===== config.mk =====
export PLATFORM = sky130hd
export DESIGN_NAME = nexys_starship_spawn_sched
export DESIGN_NICKNAME = d
export VERILOG_FILES = /design/src/rtl/nexys_starship_spawn_sched.sv
export SDC_FILE = /design/constraint.sdc
export NUM_CORES = 1
export LEC_CHECK = 0
export CORE_UTILIZATION = 57
export DETAILED_ROUTE_END_ITERATION = 12
export PLACE_DENSITY = 0.8
export RECOVER_POWER = 100
export SLEW_MARGIN = 20
export SYNTH_ARGS = -nofsm -noshare
export SYNTH_HDL_FRONTEND = slang
export SYNTH_SLANG_ARGS = --single-unit

===== constraint.sdc =====
create_clock -name Clk -period 3.1 [get_ports Clk]
set_input_delay 0.62 -clock Clk [delete_from_list [all_inputs] [get_ports Clk]]
set_output_delay 0.62 -clock Clk [all_outputs]
set_load 0.005 [all_outputs]

===== src/rtl/nexys_starship_spawn_sched.sv =====
// nexys_starship_spawn_sched: picks when and where monsters spawn for the four terminals and ramps difficulty
//   Clk, Reset_n        clock, asynchronous active-low reset
//   tick                one-cycle game-timer pulse that paces the spawn gap
//   play_flag/gameover  game running / game over
//   term_full[3:0]      [0]=top [1]=bottom [2]=left [3]=right, high = monster present
//   rand_val[7:0]       LFSR value, [1:0] selects the scan start terminal
//   spawn_req[3:0]      one-hot request held until acknowledged or timed out
//   spawn_idx[1:0]      current or last granted terminal
//   level[3:0]          difficulty level, saturating at 15
//   spawn_err           one-cycle pulse on acknowledge timeout
//   q_Idle..q_Halt      one-hot state flags
module nexys_starship_spawn_sched #(
  parameter logic [7:0] INIT_GAP         = 8'd6,
  parameter logic [7:0] MIN_GAP          = 8'd2,
  parameter logic [7:0] GAP_STEP         = 8'd1,
  parameter logic [7:0] SPAWNS_PER_LEVEL = 8'd4,
  parameter logic [7:0] ACK_TIMEOUT      = 8'd15,
  parameter int         MAX_ACTIVE       = 2
) (
  input  logic       Clk,
  input  logic       Reset_n,
  input  logic       tick,
  input  logic       play_flag,
  input  logic       gameover,
  input  logic [3:0] term_full,
  input  logic [7:0] rand_val,
  output logic [3:0] spawn_req,
  output logic [1:0] spawn_idx,
  output logic [3:0] level,
  output logic       spawn_err,
  output logic       q_Idle,
  output logic       q_Wait,
  output logic       q_Pick,
  output logic       q_Grant,
  output logic       q_Halt
);
  typedef enum logic [2:0] {IDLE, WAIT, PICK, GRANT, HALT} state_t;
  state_t state_q, state_d;
  logic [7:0] gap_cnt_q, gap_cnt_d, cur_gap_q, cur_gap_d, spawn_cnt_q, spawn_cnt_d, ack_cnt_q, ack_cnt_d;
  logic [3:0] spawn_req_q, spawn_req_d, level_q, level_d;
  logic [1:0] spawn_idx_q, spawn_idx_d, tgt, cand;
  logic       spawn_err_q, spawn_err_d;
  logic [7:0] gap_dec;
  always_ff @(posedge Clk or negedge Reset_n)
    if (!Reset_n) begin
      state_q     <= IDLE;
      gap_cnt_q   <= '0;
      cur_gap_q   <= INIT_GAP;
      spawn_cnt_q <= '0;
      ack_cnt_q   <= '0;
      spawn_req_q <= '0;
      spawn_idx_q <= '0;
      level_q     <= '0;
      spawn_err_q <= 1'b0;
    end else begin
      state_q     <= state_d;
      gap_cnt_q   <= gap_cnt_d;
      cur_gap_q   <= cur_gap_d;
      spawn_cnt_q <= spawn_cnt_d;
      ack_cnt_q   <= ack_cnt_d;
      spawn_req_q <= spawn_req_d;
      spawn_idx_q <= spawn_idx_d;
      level_q     <= level_d;
      spawn_err_q <= spawn_err_d;
    end
  always_comb begin
    state_d     = state_q;
    gap_cnt_d   = gap_cnt_q;
    cur_gap_d   = cur_gap_q;
    spawn_cnt_d = spawn_cnt_q;
    ack_cnt_d   = ack_cnt_q;
    spawn_req_d = spawn_req_q;
    spawn_idx_d = spawn_idx_q;
    level_d     = level_q;
    spawn_err_d = 1'b0;
    // scan downward so the last hit is the empty terminal closest after the random start
    tgt  = rand_val[1:0];
    cand = rand_val[1:0];
    for (int i = 3; i >= 0; i--) begin
      cand = rand_val[1:0] + 2'(i);
      if (!term_full[cand]) tgt = cand;
    end
    // compare in 9 bits so the floor test cannot wrap
    gap_dec = ({1'b0, cur_gap_q} >= {1'b0, MIN_GAP} + {1'b0, GAP_STEP}) ? cur_gap_q - GAP_STEP : MIN_GAP;
    if (gameover && state_q != IDLE) begin
      state_d     = HALT;
      spawn_req_d = '0;
    end else if (!play_flag && state_q != IDLE) begin
      // covers both an abort mid-game and the normal HALT exit; IDLE shows reset values
      state_d     = IDLE;
      spawn_req_d = '0;
      spawn_idx_d = '0;
      level_d     = '0;
    end else
      case (state_q)
        IDLE:
          if (play_flag) begin
            state_d     = WAIT;
            cur_gap_d   = INIT_GAP;
            gap_cnt_d   = INIT_GAP;
            level_d     = '0;
            spawn_cnt_d = '0;
          end
        WAIT:
          if (gap_cnt_q == '0) state_d = PICK;
          else if (tick) gap_cnt_d = gap_cnt_q - 8'd1;
        PICK:
          if ($countones(term_full) < MAX_ACTIVE && !(&term_full)) begin
            state_d     = GRANT;
            spawn_idx_d = tgt;
            spawn_req_d = 4'b0001 << tgt;
            ack_cnt_d   = '0;
          end
        GRANT:
          if (term_full[spawn_idx_q]) begin
            state_d     = WAIT;
            spawn_req_d = '0;
            if (spawn_cnt_q + 8'd1 == SPAWNS_PER_LEVEL) begin
              spawn_cnt_d = '0;
              level_d     = (level_q == 4'hF) ? level_q : level_q + 4'd1;
              cur_gap_d   = gap_dec;
              gap_cnt_d   = gap_dec;
            end else begin
              spawn_cnt_d = spawn_cnt_q + 8'd1;
              gap_cnt_d   = cur_gap_q;
            end
          end else if (ack_cnt_q == ACK_TIMEOUT - 8'd1) begin
            // ack_cnt counts from 0 on the request edge, so this is the ACK_TIMEOUT-th waiting cycle
            state_d     = WAIT;
            spawn_req_d = '0;
            spawn_err_d = 1'b1;
            gap_cnt_d   = cur_gap_q;
          end else ack_cnt_d = ack_cnt_q + 8'd1;
        default: ;
      endcase
  end
  assign spawn_req = spawn_req_q;
  assign spawn_idx = spawn_idx_q;
  assign level     = level_q;
  assign spawn_err = spawn_err_q;
  assign q_Idle    = state_q == IDLE;
  assign q_Wait    = state_q == WAIT;
  assign q_Pick    = state_q == PICK;
  assign q_Grant   = state_q == GRANT;
  assign q_Halt    = state_q == HALT;
endmodule


---- Word level (Yosys, flattened, before mapping) ----
Cells that the tools add are included.
operators by class
  add/subtract/negate cells ............... 11
  magnitude comparators ................... 7
  equal/unequal tests ..................... 23
  shift-type cells ........................ 1
  mux-type cells .......................... 60
  bitwise gates (word level) .............. 2
  reduce and logical (&&, ||, !) cells .... 24
operators with widths
  cell                                                                count
  2-to-1 mux 8 bit                                                    14
  one-hot mux 8 bit (2 select lines)                                  3
  2-to-1 mux 4 bit                                                    10
  one-hot mux 8 bit (3 select lines)                                  1
  2-to-1 mux 3 bit                                                    7
  adder 8 x 1 -> 8 bit (second input constant)                        2
  one-hot mux 4 bit (2 select lines)                                  2
  subtractor 8 x 1 -> 8 bit (second input constant)                   2
  less-than comparator 2 x 3 -> 1 bit (second input constant)         5
  2-to-1 mux 2 bit                                                    7
  one-hot mux 3 bit (4 select lines)                                  1
  AND reduction 6 bit                                                 2
  binary-select mux 1 bit (select 2 bit)                              5
  2-to-1 mux 1 bit                                                    10
  inequality test 2 bit (second input constant)                       5
  AND reduction 5 bit                                                 2
  inequality test 3 x 1 -> 1 bit (second input constant)              3
  nonzero test 3 bit                                                  3
  equality test 8 x 3 -> 1 bit (second input constant)                1
  equality test 8 x 4 -> 1 bit (second input constant)                1
  greater-or-equal comparator 8 x 2 -> 1 bit (second input constant)  1
  zero test 8 bit                                                     1
  inequality test 4 x 1 -> 1 bit (second input constant)              2
  nonzero test 2 bit                                                  4
  other kinds (25)                                                    34
word-level totals
  register bits after elaboration ......... 46
  bits of input ports ..................... 17
  logic and storage cells ................. 137

---- Longest topological paths before layout ----
Gate-level depths: netlist of run 1.
  word-level depth ........................ 12
  gate-level depth with buffers ........... 9
  depth with buffers taken out ............ 8

---- Worst setup path after synthesis of run 1 ----
OpenSTA, ideal clock, no wires.
  kind .................................... input to register
  from .................................... input port term_full[0]
  to ...................................... register spawn_req_q[0], in the netlist spawn_req[0]
  data arrival time ....................... 2.354 ns
  data required time ...................... 2.979 ns
  path slack .............................. 0.625 ns
  stages .................................. 6
  buffers on the path ..................... 0
  path through ............................ fa_1 -> a21o_1 -> a2111oi_2 -> nor2_1 -> o21ba_2 -> a22o_1
between the ends
  longest elaborated chain between the ends .. 11
  elaborated cells between the ends (all ways) .. 29
  those cells by class .................... add/sub: 2; order compare: 1; eq/ne: 2; shift: 1; mux: 19; reduce/logical: 4
ends and longest elaborated chain
  item                                    RTL line  RTL
  from (decl)                             25        input logic [3:0] term_full,
  binary-select mux 1 bit (select 2 bit)  81        if (!term_full[cand]) tgt = cand;
  2-to-1 mux 1 bit (not written as such)  81
  2-to-1 mux 2 bit (4 in a row)           81
  left shift 1 x 2 -> 4 bit               111       spawn_req_d = 4'b0001 << tgt;
  2-to-1 mux 4 bit                        108       if ($countones(term_full) < MAX_ACTIVE && !(&term_full)) begin
  one-hot mux 4 bit (2 select lines)      95        case (state_q)
  2-to-1 mux 4 bit                        88        end else if (!play_flag && state_q != IDLE) begin
  2-to-1 mux 4 bit                        85        if (gameover && state_q != IDLE) begin
  to (signal assigned)                    61        spawn_req_q <= spawn_req_d;
  to (decl)                               40        logic [3:0] spawn_req_q, spawn_req_d, level_q, level_d;
Parallel ways exist; a longest one is shown, timed or not. The select of a mux whose other input is x is not followed.
A chain may end at the register's enable or synchronous reset.

---- Worst setup path in the final report of run 1 ----
  from .................................... input port term_full[0]
  to ...................................... register gap_cnt_q[6]
between the ends
  longest elaborated chain between the ends .. 4
  elaborated cells between the ends (all ways) .. 6
  those cells by class .................... eq/ne: 1; mux: 4; reduce/logical: 1
ends and longest elaborated chain
  item                                                                                 RTL line  RTL
  binary-select mux 1 bit (select 2 bit) *                                             115       if (term_full[spawn_idx_q]) begin
  2-to-1 mux 1 bit (not written as such) *                                             115
  inequality test 3 x 1 -> 1 bit (no line) or 2-to-1 mux 8 bit (tied branches)         -
  AND reduction 7 bit (no line) or one-hot mux 8 bit (3 select lines) (tied branches)  -
  to (signal assigned)                                                                 57        gap_cnt_q <= gap_cnt_d;
  to (decl)                                                                            39        logic [7:0] gap_cnt_q, gap_cnt_d, cur_gap_q, cur_gap_d, spawn_cnt_q, spawn_cnt_d, ack_cnt_q, ack_cnt_d;
Every way passes the cells marked *; elsewhere a longest branch is shown, timed or not. The select of a mux whose other input is x is not followed.

==> metrics.md, run 1 <==
| Metric | Value |
|---|---|
| Worst slack, placed | 0.0322 ns |
| Kind of critical path | input pin to flip-flop |
| Final wirelength | 7520 um |
| Instance count after placement with tap cells included | 457 |
| Final count of hold timing violations | 0 |
| Simple-gate share of the synthesized area | 24.5% |
| Met1 wire length | 3570 um |
| CP Max Fanout | 11 |
| CTS sink count | 46 |
| Number of flops mapped to enable cells by yosys | 0 |
| Worst EP arrival | 3.09 ns |
| Worst Max-Slew Pin Slew | 2.43 ns |
| Area contributors post-synth | sky130_fd_sc_hd__dfrtp_1 (35%), sky130_fd_sc_hd__o21ai_0 (5.8%), sky130_fd_sc_hd__nand2_1 (5.1%) |
| Hold-fix buffers at CTS | 0 |
| Req. time, crit path | 3.32 ns |
| Deepest clock path buffer count | 2 |
| Horiz. Die Dim | 75.9 um |
| Cell leakage power | 0.00156 uW |
| DRT iter0 DRCs | 220 |
| Max-cap violation count | 1 |
| Sort of element at the start of the critical path | input pin |
| Syn_nets | 387 |
| Share of post-route cells with drive strength above 1 | 8.63% |
| Cell taking the most area after synthesis | sky130_fd_sc_hd__dfrtp_1 |
| Post-layout utilization of the core | 68.5% |
| Post-DP HPWL | 5490 um |
| Final TNS setup | 0 ns |
| Avg WL per Cell | 16.2 um |
| Most used DFF post-synth | sky130_fd_sc_hd__dfrtp_1 |
| Violated checks | capacitance limit, slew limit |
| Setup repair after global routing missed its margin | false |
| IO Count | 33 |
| Number of distinct library cells after synthesis | 65 |
| Dominant combinational cell family by area after synthesis | simple AND/OR/NAND/NOR gates |
| Clock H-tree levels | 2 |
| Non-Filler Instances | 464 |
| DR WL met3 | 370 um |
| Final routed DRC violation total | 0 |
| Multiplexer area fraction after synthesis | 4.09% |
| Maximum number of pins on one net before global-route repair | 47 |
| Count of warnings emitted by yosys | 0 |
| Number of placement rows | 26 |
| Setup bufs post-CTS | 0 |
| Clock Latency Late Sink | 0.30 ns |
| Fin nets | 421 |
| Post-Synth XOR/XNOR Area | 3.65% |
| Ys async rst share | 100% |
| Sequential area share after synthesis | 37.0% |
| Final Slew Violations | 47 |
| Cell area after technology mapping | 3120 um^2 |
| GR Overflow Total | 0 |
| Global-route wire length before repair | 13000 um |
| Die Y-Extent | 75.9 um |
| TritonCTS clock tree | yes |
| Core region area | 5170 um^2 |
| Count of inserted antenna diode cells | 0 |
| Count of antenna-violating nets left after detailed routing | 0 |
| Number of antenna violations at the first check in global routing | 0 |
| Smallest setup slack after layout | 0.227 ns |
| Maximum VDD drop | 322 uV |
| Final setup fails | 0 |
| Sort of element at the end of the critical path | flip-flop |
| Top-area cell type share of the netlist area | 35.3% |
| Max frequency | 0.348 GHz |
| Total power after layout | 1750 uW |
| Clock Skews | 0.00740 ns |
| Global placement routability congestion | 0.896 |
| Layout overhead on the synthesized area | 13.7% |
| Total of flip-flops plus latches after synthesis | 46 |
| Number of detailed-routing iterations run before antenna repair | 5 |
| Port-buffer cells | 26 |
| Final period util | 92.7% |
| Routed via count | 2881 |
| Die Outline Area | 5770 um^2 |
| Clock transition at the registers of the reported paths | 0.09 ns |
| Vias in the first global route | 2773 |
| Resized cells post-CTS | 0 |
| Global Route Usage Sum | 27.8% |
| Initial cell density of the core | 60.3% |
| Post-synthesis average cell area | 8.66 um^2 |
| Slew headroom | -62.3% |
| Run status | complete, but fails checks |
| Vias/cell | 6.21 |
| Uppermost metal layer occupied by signal nets | met4 |
| Worst Hold Class | flip-flop to flip-flop |
| Power Density | 493 nW/um^2 |
| TritonCTS Buffers | 5 |
| Synth Area in Adders | 4.26% |
| Post-synthesis compound-gate area fraction | 22.5% |
| Min Tclk post-route | 2.87 ns |
| Cell chosen for the clock root | sky130_fd_sc_hd__clkbuf_8 |
| Cell count after synthesis | 360 |
| Total met2 wirelength after detailed routing | 3490 um |
==> report_power, final <==
part | internal (uW) | leakage (uW) | switching [uW]
Combinational | 264 | 0.000894 | 348
Sequential | 675 | 0.000619 | 106
Clock | 152 | 0.0000438 | 202
Total | 1090 | 0.00156 | 656
==> through the flow <==
step	area, um^2	hold slack (ns)
after floorplan	3120	0.324
after global placement	3500	0.467
after detailed placement	3500	0.489
after CTS	3580	0.509
after global routing	3540	0.533
final	3540	0.499
==> worst max-delay path: stages <==
cell,delay (ns)
sky130_fd_sc_hd__clkdlybuf4s50_1,0.51
sky130_fd_sc_hd__clkbuf_1,0.23
sky130_fd_sc_hd__mux4_2,0.30
sky130_fd_sc_hd__buf_4,0.18
sky130_fd_sc_hd__nand2_1,0.24
sky130_fd_sc_hd__or4_1,0.57
sky130_fd_sc_hd__nor3_1,0.19
sky130_fd_sc_hd__a311oi_1,0.09
sky130_fd_sc_hd__o21ai_0,0.15
==> flip-flops by register name, summed over array words and instances (netlist names) <==
register	count
spawn_req	4
cur_gap_q	8
state_q	3
gap_cnt_q	8
spawn_err	1
level	4
spawn_idx	2
ack_cnt_q	8
spawn_cnt_q	8
==> kinds of logic after synthesis <==
group                    after synthesis
buffers and inverters                 27
multiplexers                          11
adder cells (fa/ha/maj)               10
AO/OA/AOI/OAI                        106
AND/OR/NAND/NOR                      147
XOR/XNOR                              13
flip-flops                            46
==> area by class of cell <==
type	count	area, um^2
Multi-Input combinational cell	287	1820
Fill cell	421	1630
Sequential cell	46	1150
Timing Repair Buffer	42	360
Tap cell	70	87.6
Clock buffer	5	68.8
Inverter	12	45.0
Clock inverter	2	10.0
==> per-layer routing <==
layer  vias up  track usage, %
li1       1402               -
met1      1376            38.5
met2        94            45.8
met3         9            3.37
met4         0            7.88
met5         -               0
==> Yosys cell counts, types with 4 or more instances <==
library cell and instances:
sky130_fd_sc_hd__nor3_1 13, sky130_fd_sc_hd__a221oi_1 4, sky130_fd_sc_hd__nor4_1 4, sky130_fd_sc_hd__mux2_2 4, sky130_fd_sc_hd__nor2b_1 4, sky130_fd_sc_hd__nor2_1 30
sky130_fd_sc_hd__nand2_1 42, sky130_fd_sc_hd__mux2i_1 6, sky130_fd_sc_hd__and2_1 4, sky130_fd_sc_hd__inv_1 11, sky130_fd_sc_hd__a21oi_1 17, sky130_fd_sc_hd__clkbuf_1 9
sky130_fd_sc_hd__a22o_1 4, sky130_fd_sc_hd__nand3b_1 4, sky130_fd_sc_hd__xnor2_1 7, sky130_fd_sc_hd__a211oi_1 5, sky130_fd_sc_hd__nand4_1 7, sky130_fd_sc_hd__xor2_1 6
sky130_fd_sc_hd__a31oi_1 5, sky130_fd_sc_hd__ha_1 9, sky130_fd_sc_hd__dfrtp_1 44, sky130_fd_sc_hd__o21ai_0 36, sky130_fd_sc_hd__and3_1 6, sky130_fd_sc_hd__nand3_1 11
sky130_fd_sc_hd__o31ai_1 7
==> final timing paths <==
check / endpoint / slack, ns / start / cells after the start
min in group asynchronous: ack_cnt_q[2] / 1.06 / Reset_n / 1
worst max-delay path: gap_cnt_q[6] / 0.23 / term_full[0] / 9
worst min-delay path: spawn_req[1] / 0.50 / spawn_req[1] / 2
worst min register to register: spawn_req[1] / 0.50 / spawn_req[1] / 2
worst max register to register: gap_cnt_q[4] / 0.36 / gap_cnt_q[0] / 7
max in group asynchronous: gap_cnt_q[3] / 0.66 / Reset_n / 1
==> cells in the final DEF, fill, tap and decap left out, drive strengths merged, types with 3 or more instances in the layout <==
cell / instances
a221oi: 4
a211oi: 5
nor4: 5
a22o: 4
mux2i: 6
nand2b: 3
nand2: 42
dlygate4sd3: 15
ha: 9
xnor2: 7
and2: 5
clkinv: 3
clkdlybuf4s50: 10
a21oi: 18
clkbuf: 10
nor2: 30
or3: 3
dfrtp: 44
xor2: 6
mux2: 4
nand3: 11
a31oi: 5
nor3b: 4
nand4: 7
o2bb2ai: 3
buf: 12
o31ai: 7
nor2b: 4
nand3b: 4
and3: 6
o21ai: 38
inv: 11
nor3: 13
(Power assumes the default switching activity.)
==> run 2: changes to the inputs <==
--- a/config.mk
+++ b/config.mk
@@ -5,9 +5,10 @@
 export SDC_FILE = /design/constraint.sdc
 export NUM_CORES = 1
 export LEC_CHECK = 0
-export CORE_UTILIZATION = 57
+export CORE_UTILIZATION = 59
+export CTS_BUF_LIST = sky130_fd_sc_hd__clkbuf_4
 export DETAILED_ROUTE_END_ITERATION = 12
-export PLACE_DENSITY = 0.8
+export PLACE_DENSITY = 0.83
 export RECOVER_POWER = 100
 export SLEW_MARGIN = 20
 export SYNTH_ARGS = -nofsm -noshare
==> metrics.md, run 2 (synthesis results as in run 1) <==
| Metric | Value |
|---|---|
| Avg WL per Cell | 16.3 um (was 16.2 um) |
| Run status | complete, but fails checks (unchanged) |
| Cell chosen for the clock root | sky130_fd_sc_hd__clkbuf_4 (was sky130_fd_sc_hd__clkbuf_8) |
| Cell leakage power | 0.00155 uW (was 0.00156 uW) |
| Sort of element at the start of the critical path | input pin (unchanged) |
| Global-route wire length before repair | 12400 um (was 13000 um) |
| Most common cell after layout, fill and taps aside | sky130_fd_sc_hd__dfrtp_1 (unchanged) |
| Deepest clock path buffer count | 2 (unchanged) |
| Maximum VDD drop | 360 uV (was 322 uV) |
| Number of antenna violations at the first check in global routing | 0 (unchanged) |
| Internal Dissipation | 1040 uW (was 1090 uW) |
| Req. time, crit path | 3.37 ns (was 3.32 ns) |
| Share of post-route cells with drive strength above 1 | 8.59% (was 8.63%) |
| Clock network fraction of total power | 17.4% (was 20.3%) |
| Count of antenna-violating nets left after detailed routing | 0 (unchanged) |
| Post-DP HPWL | 5430 um (was 5490 um) |
| Min Tclk post-route | 2.90 ns (was 2.87 ns) |
| TritonCTS Buffers | 5 (unchanged) |
| Clock H-tree levels | 2 (unchanged) |
| Final count of hold timing violations | 0 (unchanged) |
| Crit-path slowest cell | sky130_fd_sc_hd__dlygate4sd3_1 (was sky130_fd_sc_hd__or4_1) |
| Clock Latency Late Sink | 0.38 ns (was 0.30 ns) |
| Number of placement rows | 26 (unchanged) |
| Die Outline Area | 5580 um^2 (was 5770 um^2) |
| Clock transition at the registers of the reported paths | 0.14 ns (was 0.09 ns) |
| Slew headroom | -66.1% (was -62.3%) |
| Share of total power consumed by net switching | 38.5% (was 37.6%) |
| Final setup fails | 0 (unchanged) |
| Worst EP arrival | 3.17 ns (was 3.09 ns) |
| IO Count | 33 (unchanged) |
| Critical Path, Cell by Cell | dlygate4sd3_1 > clkbuf_1 > mux4_2 > nor2_1 > and2_0 > a2111o_1 > clkbuf_2 > mux2_2 (was clkdlybuf4s50_1 > clkbuf_1 > mux4_2 > buf_4 > nand2_1 > or4_1 > nor3_1 > a311oi_1 > o21ai_0) |
| Core region area | 5110 um^2 (was 5170 um^2) |
| TritonCTS clock tree | yes (unchanged) |
| Horiz. Die Dim | 74.7 um (was 75.9 um) |
| Hold-fix buffers at CTS | 0 (unchanged) |
| Max frequency | 0.345 GHz (was 0.348 GHz) |
| Final period util | 93.5% (was 92.7%) |
| Layout overhead on the synthesized area | 13.0% (was 13.7%) |
| Share of total power in sequential cells | 46.6% (was 44.7%) |
| Final wirelength | 7610 um (was 7520 um) |
| Vias/cell | 6.29 (was 6.21) |
| Max-cap violation count | 1 (unchanged) |
| Maximum number of pins on one net before global-route repair | 47 (unchanged) |
| CTS sink count | 46 (unchanged) |
| Port-buffer cells | 26 (unchanged) |
| Setup bufs post-CTS | 0 (unchanged) |
| Global placement routability congestion | 0.959 (was 0.896) |
| Global Route Usage Sum | 29.3% (was 27.8%) |
| Power Density | 481 nW/um^2 (was 493 nW/um^2) |
| Final Slew Violations | 47 (unchanged) |
| Routed via count | 2929 (was 2881) |
| Initial cell density of the core | 61.0% (was 60.3%) |
| Instance count after placement with tap cells included | 458 (was 457) |
| Die Y-Extent | 74.7 um (was 75.9 um) |
| Smallest setup slack after layout | 0.200 ns (was 0.227 ns) |
| Worst slack, placed | 0.0166 ns (was 0.0322 ns) |
| DRT iter0 DRCs | 293 (was 220) |
| Worst Max-Slew Pin Slew | 2.49 ns (was 2.43 ns) |
| Net load switching power | 652 uW (was 656 uW) |
| Vias in the first global route | 2649 (was 2773) |
| GR Overflow Total | 0 (unchanged) |
| Final routed DRC violation total | 0 (unchanged) |
| Fin nets | 422 (was 421) |
| Setup repair after global routing missed its margin | false (unchanged) |
| Kind of critical path | input pin to flip-flop (unchanged) |
| Highest-count cells in the layout ignoring fill and taps | sky130_fd_sc_hd__dfrtp_1 (44), sky130_fd_sc_hd__nand2_1 (42), sky130_fd_sc_hd__o21ai_0 (37) (was sky130_fd_sc_hd__dfrtp_1 (44), sky130_fd_sc_hd__nand2_1 (42), sky130_fd_sc_hd__o21ai_0 (36)) |
| Final TNS setup | 0 ns (unchanged) |
| Violated checks | capacitance limit, slew limit (unchanged) |
| Non-Filler Instances | 466 (was 464) |
| Resized cells post-CTS | 0 (unchanged) |
| Count of inserted antenna diode cells | 0 (unchanged) |
| Number of detailed-routing iterations run before antenna repair | 5 (unchanged) |
| Worst Hold Class | flip-flop to flip-flop (unchanged) |
| CP Max Fanout | 13 (was 11) |
| Portion of total power attributed to combinational logic | 36.0% (was 35.0%) |
| Sort of element at the end of the critical path | flip-flop (unchanged) |
| Clock Skews | 0.0159 ns (was 0.00740 ns) |
| Largest stage delay on the critical path | 0.59 ns (was 0.57 ns) |
## run 2: cell types whose count changed in the layout (fill, tap and decap cells not counted)
| cell | previous run | this run |
|---|---|---|
| sky130_fd_sc_hd__clkbuf_4 | 0 | 7 |
| sky130_fd_sc_hd__clkbuf_8 | 5 | 0 |
| sky130_fd_sc_hd__clkdlybuf4s50_1 | 10 | 8 |
| sky130_fd_sc_hd__dlygate4sd3_1 | 15 | 17 |
| sky130_fd_sc_hd__clkinv_1 | 1 | 2 |
| sky130_fd_sc_hd__clkinv_2 | 2 | 1 |
| sky130_fd_sc_hd__nor3b_1 | 3 | 4 |
| sky130_fd_sc_hd__nor3b_2 | 1 | 0 |
| sky130_fd_sc_hd__o21ai_0 | 36 | 37 |
| sky130_fd_sc_hd__o21ai_1 | 1 | 0 |
## run 2: critical path, delay by kind of cell
family | cells | cell delay, ns
buffers and inverters | 3 | 1.04
and+or+nand+nor | 2 | 0.41
AOI/OAI and AO/OA | 1 | 0.15
muxes | 2 | 0.94
## run 2: final timing paths
check | to | startpoint | slack (ns) | cells after the start
max | gap_cnt_q[4] | term_full[0] | 0.20 | 8
min | spawn_req[3] | spawn_req[3] | 0.49 | 2
max in group asynchronous | spawn_cnt_q[7] | Reset_n | 0.70 | 1
max reg2reg | state_q[0] | gap_cnt_q[0] | 0.43 | 8
min reg2reg | spawn_req[3] | spawn_req[3] | 0.49 | 2
min in group asynchronous | state_q[0] | Reset_n | 0.99 | 1
## run 2: metrics by stage
| stage | area, um^2 | total power (uW) | util (%) | hold WS [ns] |
|---|---|---|---|---|
| floorplan | 3120 | 1220 | - | 0.324 |
| global placement | 3510 | 1410 | 68.7 | 0.468 |
| detailed placement | 3510 | 1440 | 68.7 | 0.471 |
| CTS | 3560 | 1740 | 69.7 | 0.453 |
| global route | 3520 | 1800 | 69.0 | 0.552 |
| finish | 3520 | 1690 | 69.0 | 0.494 |
## run 2: power groups by stage
stage | logic [uW] | clock network, uW | registers (uW)
finish | 608 | 295 | 789
global route | 673 | 324 | 804
CTS | 647 | 303 | 789
detailed placement | 644 | 0 | 800
global placement | 621 | 0 | 793
floorplan | 477 | 0 | 746
## run 2: per-layer routing
layer  wire (um)  track usage (%)  up-vias
met3         343             4.55       11
met4         107             10.5        0
li1            -                -     1409
met5           0                0        -
met1        3560             40.7     1418
met2        3600             46.7       91
## run 2: cell type report
cell class / instances / area [um^2]
Multi-Input combinational cell: 287 / 1810
Clock inverter: 2 / 8.76
Inverter: 12 / 45.0
Tap cell: 70 / 87.6
Clock buffer: 6 / 45.0
Sequential cell: 46 / 1150
Timing Repair Buffer: 43 / 368
Fill cell: 446 / 1590
